File: src/rtl/router_pkg.sv
// rtl/router_pkg.sv - shared constants and helpers for the router input port
package router_pkg;

    localparam int DIR_IDX_W   = 0;
    localparam int DIR_IDX_E   = 1;
    localparam int DIR_IDX_N   = 2;
    localparam int DIR_IDX_S   = 3;
    localparam int DIR_IDX_NIC = 4;

    localparam int DEF_VC_BIT   = 63;
    localparam int DEF_DIRX_BIT = 62;
    localparam int DEF_DIRY_BIT = 61;
    localparam int DEF_HOPX_LSB = 52;
    localparam int DEF_HOPY_LSB = 48;
    localparam int DEF_HOP_W    = 4;

    function automatic int clog2(input int v);
        int r;
        r = 0;
        for (int i = 0; i < 31; i++) begin
            if ((1 << i) < v) r = i + 1;
        end
        return r;
    endfunction

endpackage

File: src/rtl/vc_fifo.sv
// rtl/vc_fifo.sv - per-virtual-channel flit FIFO with occupancy count
module vc_fifo
    import router_pkg::*;
#(
    parameter int DATA_W = 64,
    parameter int DEPTH  = 2
) (
    input  logic                   clk,
    input  logic                   resetn,
    input  logic                   push,
    input  logic [DATA_W-1:0]      push_data,
    input  logic                   pop,
    output logic                   full,
    output logic                   empty,
    output logic [clog2(DEPTH):0]  count,
    output logic [DATA_W-1:0]      head
);

    localparam int PTR_W = clog2(DEPTH);
    localparam int CNT_W = PTR_W + 1;

    logic [DATA_W-1:0] mem [DEPTH];
    logic [PTR_W-1:0]  wr_ptr;
    logic [PTR_W-1:0]  rd_ptr;
    logic [CNT_W-1:0]  cnt;
    logic              do_push;
    logic              do_pop;

    assign full    = (cnt == CNT_W'(DEPTH));
    assign empty   = (cnt == '0);
    assign count   = cnt;
    assign head    = mem[rd_ptr];
    // A push into a full FIFO is discarded so stored flits are never overwritten.
    assign do_push = push && !full;
    assign do_pop  = pop && !empty;

    always_ff @(posedge clk) begin
        if (do_push) mem[wr_ptr] <= push_data;
    end

    always_ff @(posedge clk) begin
        if (!resetn) begin
            wr_ptr <= '0;
            rd_ptr <= '0;
            cnt    <= '0;
        end else begin
            if (do_push) wr_ptr <= wr_ptr + PTR_W'(1);
            if (do_pop)  rd_ptr <= rd_ptr + PTR_W'(1);
            cnt <= cnt + CNT_W'(do_push) - CNT_W'(do_pop);
        end
    end

endmodule

File: src/rtl/router_input_port_vc.sv
// rtl/router_input_port_vc.sv - two-VC router input port with XY route and hop decrement
module router_input_port_vc
    import router_pkg::*;
#(
    parameter int DATA_W   = 64,
    parameter int VC_BIT   = DEF_VC_BIT,
    parameter int DIRX_BIT = DEF_DIRX_BIT,
    parameter int DIRY_BIT = DEF_DIRY_BIT,
    parameter int HOP_W    = DEF_HOP_W,
    parameter int HOPX_LSB = DEF_HOPX_LSB,
    parameter int HOPY_LSB = DEF_HOPY_LSB,
    parameter int DEPTH    = 2,
    parameter int NUM_OUT  = 5,
    parameter int IDX_W    = DIR_IDX_W,
    parameter int IDX_E    = DIR_IDX_E,
    parameter int IDX_N    = DIR_IDX_N,
    parameter int IDX_S    = DIR_IDX_S,
    parameter int IDX_NIC  = DIR_IDX_NIC
) (
    input  logic                   clk,
    input  logic                   reset,
    input  logic                   polarity,
    input  logic                   upstream_si,
    input  logic [DATA_W-1:0]      upstream_di,
    output logic [1:0]             upstream_ri,
    input  logic [NUM_OUT-1:0]     out_ready,
    output logic [NUM_OUT-1:0]     out_valid,
    output logic [DATA_W-1:0]      out_data,
    output logic [clog2(DEPTH):0]  vc_count0,
    output logic [clog2(DEPTH):0]  vc_count1
);

    localparam int CNT_W  = clog2(DEPTH) + 1;
    localparam int PORT_W = (NUM_OUT > 1) ? clog2(NUM_OUT) : 1;

    logic [1:0]        full;
    logic [1:0]        empty;
    logic [1:0]        push;
    logic [1:0]        pop;
    logic [DATA_W-1:0] head [2];
    logic [CNT_W-1:0]  count [2];

    logic [DATA_W-1:0] head_sel;
    logic              has_head;
    logic [HOP_W-1:0]  hx;
    logic [HOP_W-1:0]  hy;
    logic [PORT_W-1:0] port;
    logic              granted;

    for (genvar v = 0; v < 2; v++) begin : g_vc
        vc_fifo #(
            .DATA_W (DATA_W),
            .DEPTH  (DEPTH)
        ) u_fifo (
            .clk       (clk),
            .resetn    (reset),
            .push      (push[v]),
            .push_data (upstream_di),
            .pop       (pop[v]),
            .full      (full[v]),
            .empty     (empty[v]),
            .count     (count[v]),
            .head      (head[v])
        );
    end

    assign vc_count0   = count[0];
    assign vc_count1   = count[1];
    assign upstream_ri = reset ? ~full : 2'b00;
    assign push        = (reset && upstream_si)
                       ? ((upstream_di[VC_BIT] ? 2'b10 : 2'b01) & ~full) : 2'b00;

    assign head_sel = head[polarity];
    assign has_head = reset && !empty[polarity];
    assign hx       = head_sel[HOPX_LSB +: HOP_W];
    assign hy       = head_sel[HOPY_LSB +: HOP_W];

    // The decremented hop is only on the output copy; the stored head stays intact until popped.
    always_comb begin
        out_data = head_sel;
        port     = PORT_W'(IDX_NIC);
        if (hx != '0) begin
            out_data[HOPX_LSB +: HOP_W] = hx - HOP_W'(1);
            port = head_sel[DIRX_BIT] ? PORT_W'(IDX_W) : PORT_W'(IDX_E);
        end else if (hy != '0) begin
            out_data[HOPY_LSB +: HOP_W] = hy - HOP_W'(1);
            port = head_sel[DIRY_BIT] ? PORT_W'(IDX_S) : PORT_W'(IDX_N);
        end
    end

    always_comb begin
        out_valid       = '0;
        out_valid[port] = has_head;
    end

    assign granted = has_head && out_ready[port];
    assign pop     = granted ? (polarity ? 2'b10 : 2'b01) : 2'b00;

endmodule

File: config.mk
export PLATFORM = sky130hd
export DESIGN_NAME = router_input_port_vc
export DESIGN_NICKNAME = d
export VERILOG_FILES = /design/src/rtl/router_pkg.sv /design/src/rtl/vc_fifo.sv /design/src/rtl/router_input_port_vc.sv
export SDC_FILE = /design/constraint.sdc
export NUM_CORES = 1
export LEC_CHECK = 0
export ABC_AREA = 1
export CAP_MARGIN = 15
export CORE_MARGIN = 3
export CORE_UTILIZATION = 51
export CTS_BUF_LIST = sky130_fd_sc_hd__clkbuf_2 sky130_fd_sc_hd__clkbuf_4 sky130_fd_sc_hd__clkbuf_8
export DETAILED_ROUTE_END_ITERATION = 8
export PLACE_DENSITY_LB_ADDON = 0.1
export SKIP_CTS_REPAIR_TIMING = 1
export SYNTH_ARGS = -nofsm -noshare
export SYNTH_HDL_FRONTEND = slang
export SYNTH_SLANG_ARGS = --single-unit
File: constraint.sdc
create_clock -name clk -period 4.6 [get_ports clk]
set_input_delay 0.92 -clock clk [delete_from_list [all_inputs] [get_ports clk]]
set_output_delay 0.92 -clock clk [all_outputs]
set_load 0.05 [all_outputs]
==> metrics.md <==
| Metric | Value |
|---|---|
| CP arrival | `3.19 ns` |
| Synth area leaders | `edfxtp_1 74%, o21ai_0 5.7%, nor2_1 4.8%` |
| Core region area | `19650 um^2` |
| Clock skew | `0.01565 ns` |
| Cts bufs inserted | `43` |
| Max-Cap Viols | `0` |
| Most used cell, CP | `nand2_1` |
| Pint | `0.003961 W` |
| DIE AREA | `21990 um^2` |
| Final hold slack | `0.4800 ns` |
| Leak Pwr | `4.564 nW` |
| First-pass GRT wire length | `36870 um` |
| Largest stage delay on the critical path | `0.66 ns` |
| Fin crit share | `89.27%` |
| Hold Path Depth | `1` |
| Sequential Power Share | `52.1%` |
| CP Class | `reg2out` |
| Synth cell types | `31` |
| Seq/Total Area, Yosys | `76.38%` |
| Hold Path End | `g_vc[1].u_fifo.count[1]` |
| Remaining global-route overflow | `0` |
| Relative slew slack | `48.00%` |
| Dominant synthesized flop cell | `edfxtp_1` |
| Number of H-tree levels | `2` |
| Row count | `51` |
| Area Overhead vs Synth | `25.72%` |
| WL final | `23710 um` |
| Non-filler cells in the finished layout | `1210` |
| Synth async-reset ratio | `0%` |
| Final TNS setup | `0 ns` |
| Crit path max fanout | `21` |
| Largest net degree at the start of global routing | `66` |
| Root Buffer | `clkbuf_8` |
| Antenna-violating nets left | `0` |
| Hold Path Class | `reg2reg` |
| Cell count after placement | `1136` |
| Worst Path Buf+Inv | `2` |
| Synthesized net count | `828` |
| Drt via density | `5.519` |
| Iteration-0 DRC Markers | `573` |
| Layout cells sized above 1 | `18.94%` |
| Post-synth EDFFs | `256` |
| Synthesized instance count | `749` |
| Routed len/inst | `19.60 um` |
| Vias | `6678` |
| Die height | `148.3 um` |
| Diodes inserted | `0` |
| Comb power frac | `12.3%` |
| Final Hold Viols | `0` |
| Area leader, netlist | `edfxtp_1` |
| DRC | `0` |
| YS warnings | `0` |
| Largest delay share family, worst path | `simple AND/OR/NAND/NOR gates` |
| RSZ-0062 raised after global routing | `false` |
| Fin util | `66.06%` |
| IO Pins | `148` |
| FMAX | `243.5 MHz` |
| Fin nets | `995` |
| Clk slew on worst S/H paths | `0.06 ns` |
| Worst Hold Launch | `g_vc[1].u_fifo.count[1]` |
| PwrDens | `404.2 nW/um^2` |
| Critical Path RT | `3.68 ns` |
| GP Congestion | `0.8559` |
| Critical Path Start Type | `flop` |
| Share of the synthesized area in the top cell type | `74.44%` |
| Clk buf depth | `3` |
| VDD IR max | `233.1 uV` |
| Crit end category | `output port` |
| Status | `finished clean` |
| Die width | `148.3 um` |
| Initial antenna violation count | `0` |
| Worst path slowest cell | `dfxtp_2` |
| CP cell instances | `inv_2 -> nand2_1 -> a32o_1 -> ha_1 -> nand2_2 -> nor2_8 -> nand2_1 -> nor3_1 -> buf_12` |
| Reg-to-reg setup timing slack | `1.12 ns` |
| FF-to-FF path depth | `15` |
| Sw frac | `24.54%` |
| Yosys reg bits | `266` |
| CTS tree | `done` |
| Clock power share | `35.6%` |
| Post-DP HPWL | `13630 um` |
| Net Switching | `0.001288 W` |
| DRT Pass-1 Iters | `5` |
| Reg2reg end | `g_vc[0].u_fifo.count[1]` |
| Initial Util | `52.55%` |
| Worst-Skew Late Latency | `0.53 ns` |
| Endpoints failing setup | `0` |
| Mapped Area | `10330 um^2` |
| Port Buffers | `147` |
| Max Slew Vio Count | `0` |
| Sink Count | `266` |
| Vias in the first global route | `6997` |
| GRT Overall Usage | `21.45%` |
| Min cycle time layout | `4.107 ns` |
| Syn Area/Cell | `13.79 um^2` |
| Worst-margin pin slew | `0.7800 ns` |
-- how the worst max path moves through the flow --
stage	to	slack, ns	depth (start not counted)
after floorplan	out_valid[2]	0.38	9
after global placement	out_valid[2]	0.77	9
after detailed placement	out_valid[2]	0.73	9
after CTS	out_valid[2]	0.49	9
after global routing	out_valid[2]	0.29	9
final	out_valid[2]	0.49	9
-- per-stage QoR --
stage	power [W]	instance area, um^2	worst slack (ns)
finish	0.005249	12980	0.4934
global route	0.005448	12980	0.2902
CTS	0.005299	12980	0.4908
detailed placement	0.003433	12190	0.7344
global placement	0.003421	12190	0.7690
floorplan	0.003149	10340	0.3843
-- flip-flops by register name (all words and copies together), names as in the netlist, named ones only --
signal and flops:
g_vc.u_fifo.wr_ptr 2, g_vc.u_fifo.mem 256, g_vc.u_fifo.rd_ptr 2, g_vc.u_fifo.count 4
-- worst register-to-register path, cell delays in order (launching register included) --
cell and delay, ns:
dfxtp_2 0.66, inv_2 0.36, buf_4 0.41, nand2_2 0.12
nand3_1 0.12, nand2_2 0.14, nand3_4 0.12, nor3_2 0.36
nand2_2 0.12, a21oi_1 0.17, ha_1 0.25, inv_1 0.05
ha_1 0.14, xor2_1 0.18, o21ai_0 0.09, a21oi_1 0.13
-- cells in the mapped netlist (all sizes together), types with 3 or more instances --
library cell,n
clkbuf,33
o21ai,117
a21oi,12
o22ai,55
nor2,133
ha,6
dfxtp,10
nand2,54
nor3,4
xor2,5
inv,25
edfxtp,256
nand3,20
buf,9
a32o,3
-- logic make-up (layout without fill, tap and decap cells) --
logic type / Yosys count / after routing / synth area share (%)
adder cells (fa/ha/maj): 6 / 6 / 0.7269
multiplexers: 2 / 2 / 0.1939
XOR/XNOR: 5 / 5 / 0.4240
buffers and inverters: 67 / 263 / 2.714
flip-flops: 266 / 266 / 76.38
AND/OR/NAND/NOR: 213 / 213 / 9.280
AO/OA/AOI/OAI: 190 / 190 / 10.29
-- layout by cell type (no fill, tap or decap) --
cell             synthesis  final
clkinv_2                 0      1
nor2_8                   1      1
o211ai_1                 1      1
nand2_1                 43     43
xor2_1                   5      5
clkbuf_8                 0     43
inv_4                    1      1
dfxtp_1                 10      8
nor3_2                   1      1
bufinv_16                0      1
inv_1                   21     21
mux2i_1                  2      2
clkinvlp_4               0      3
nand3_1                 13     13
o311ai_4                 1      1
o22ai_1                 55     55
nand3_4                  3      3
inv_2                    3      3
nand2_2                  8      8
ha_1                     6      6
a32o_1                   3      3
buf_12                   0     21
nand2_4                  3      3
clkbuf_4                 0     12
nor3_1                   3      3
nor2_4                   0      4
nor2_1                 131    127
nor2_2                   1      1
clkinv_1                 0     14
a21oi_1                 12     12
dfxtp_2                  0      2
buf_4                    0     65
nand3_2                  4      4
nand4_1                  2      2
buf_2                    3      1
clkdlybuf4s50_1          0     77
a32oi_1                  1      1
edfxtp_1               256    256
o21ai_0                117    117
-- power groups by stage --
stage	clock, W	sequential [W]	combinational [W]
floorplan	0	0.00279	0.000358
global placement	0	0.00278	0.000639
detailed placement	0	0.00279	0.000648
CTS	0.00191	0.00274	0.000651
global route	0.00202	0.00274	0.000685
finish	0.00187	0.00274	0.000647
-- layout make-up --
| type | count | area [um^2] |
|---|---|---|
| clock buffers | 55 | 681.9 |
| clock inverters | 19 | 110.1 |
| fillers | 1432 | 6670 |
| inverters | 25 | 96.34 |
| multi-input cells | 416 | 2190 |
| flip-flops and latches | 266 | 7890 |
| well taps | 265 | 331.6 |
| repair buffers | 164 | 1684 |
-- layer usage --
layer	track usage, %	share of wire [%]
met3	3.900	5.8
met1	28.19	42
met4	6.975	1.6
met2	36.63	50
met5	0	0
Note: power is estimated with default switching activity, not from simulation.
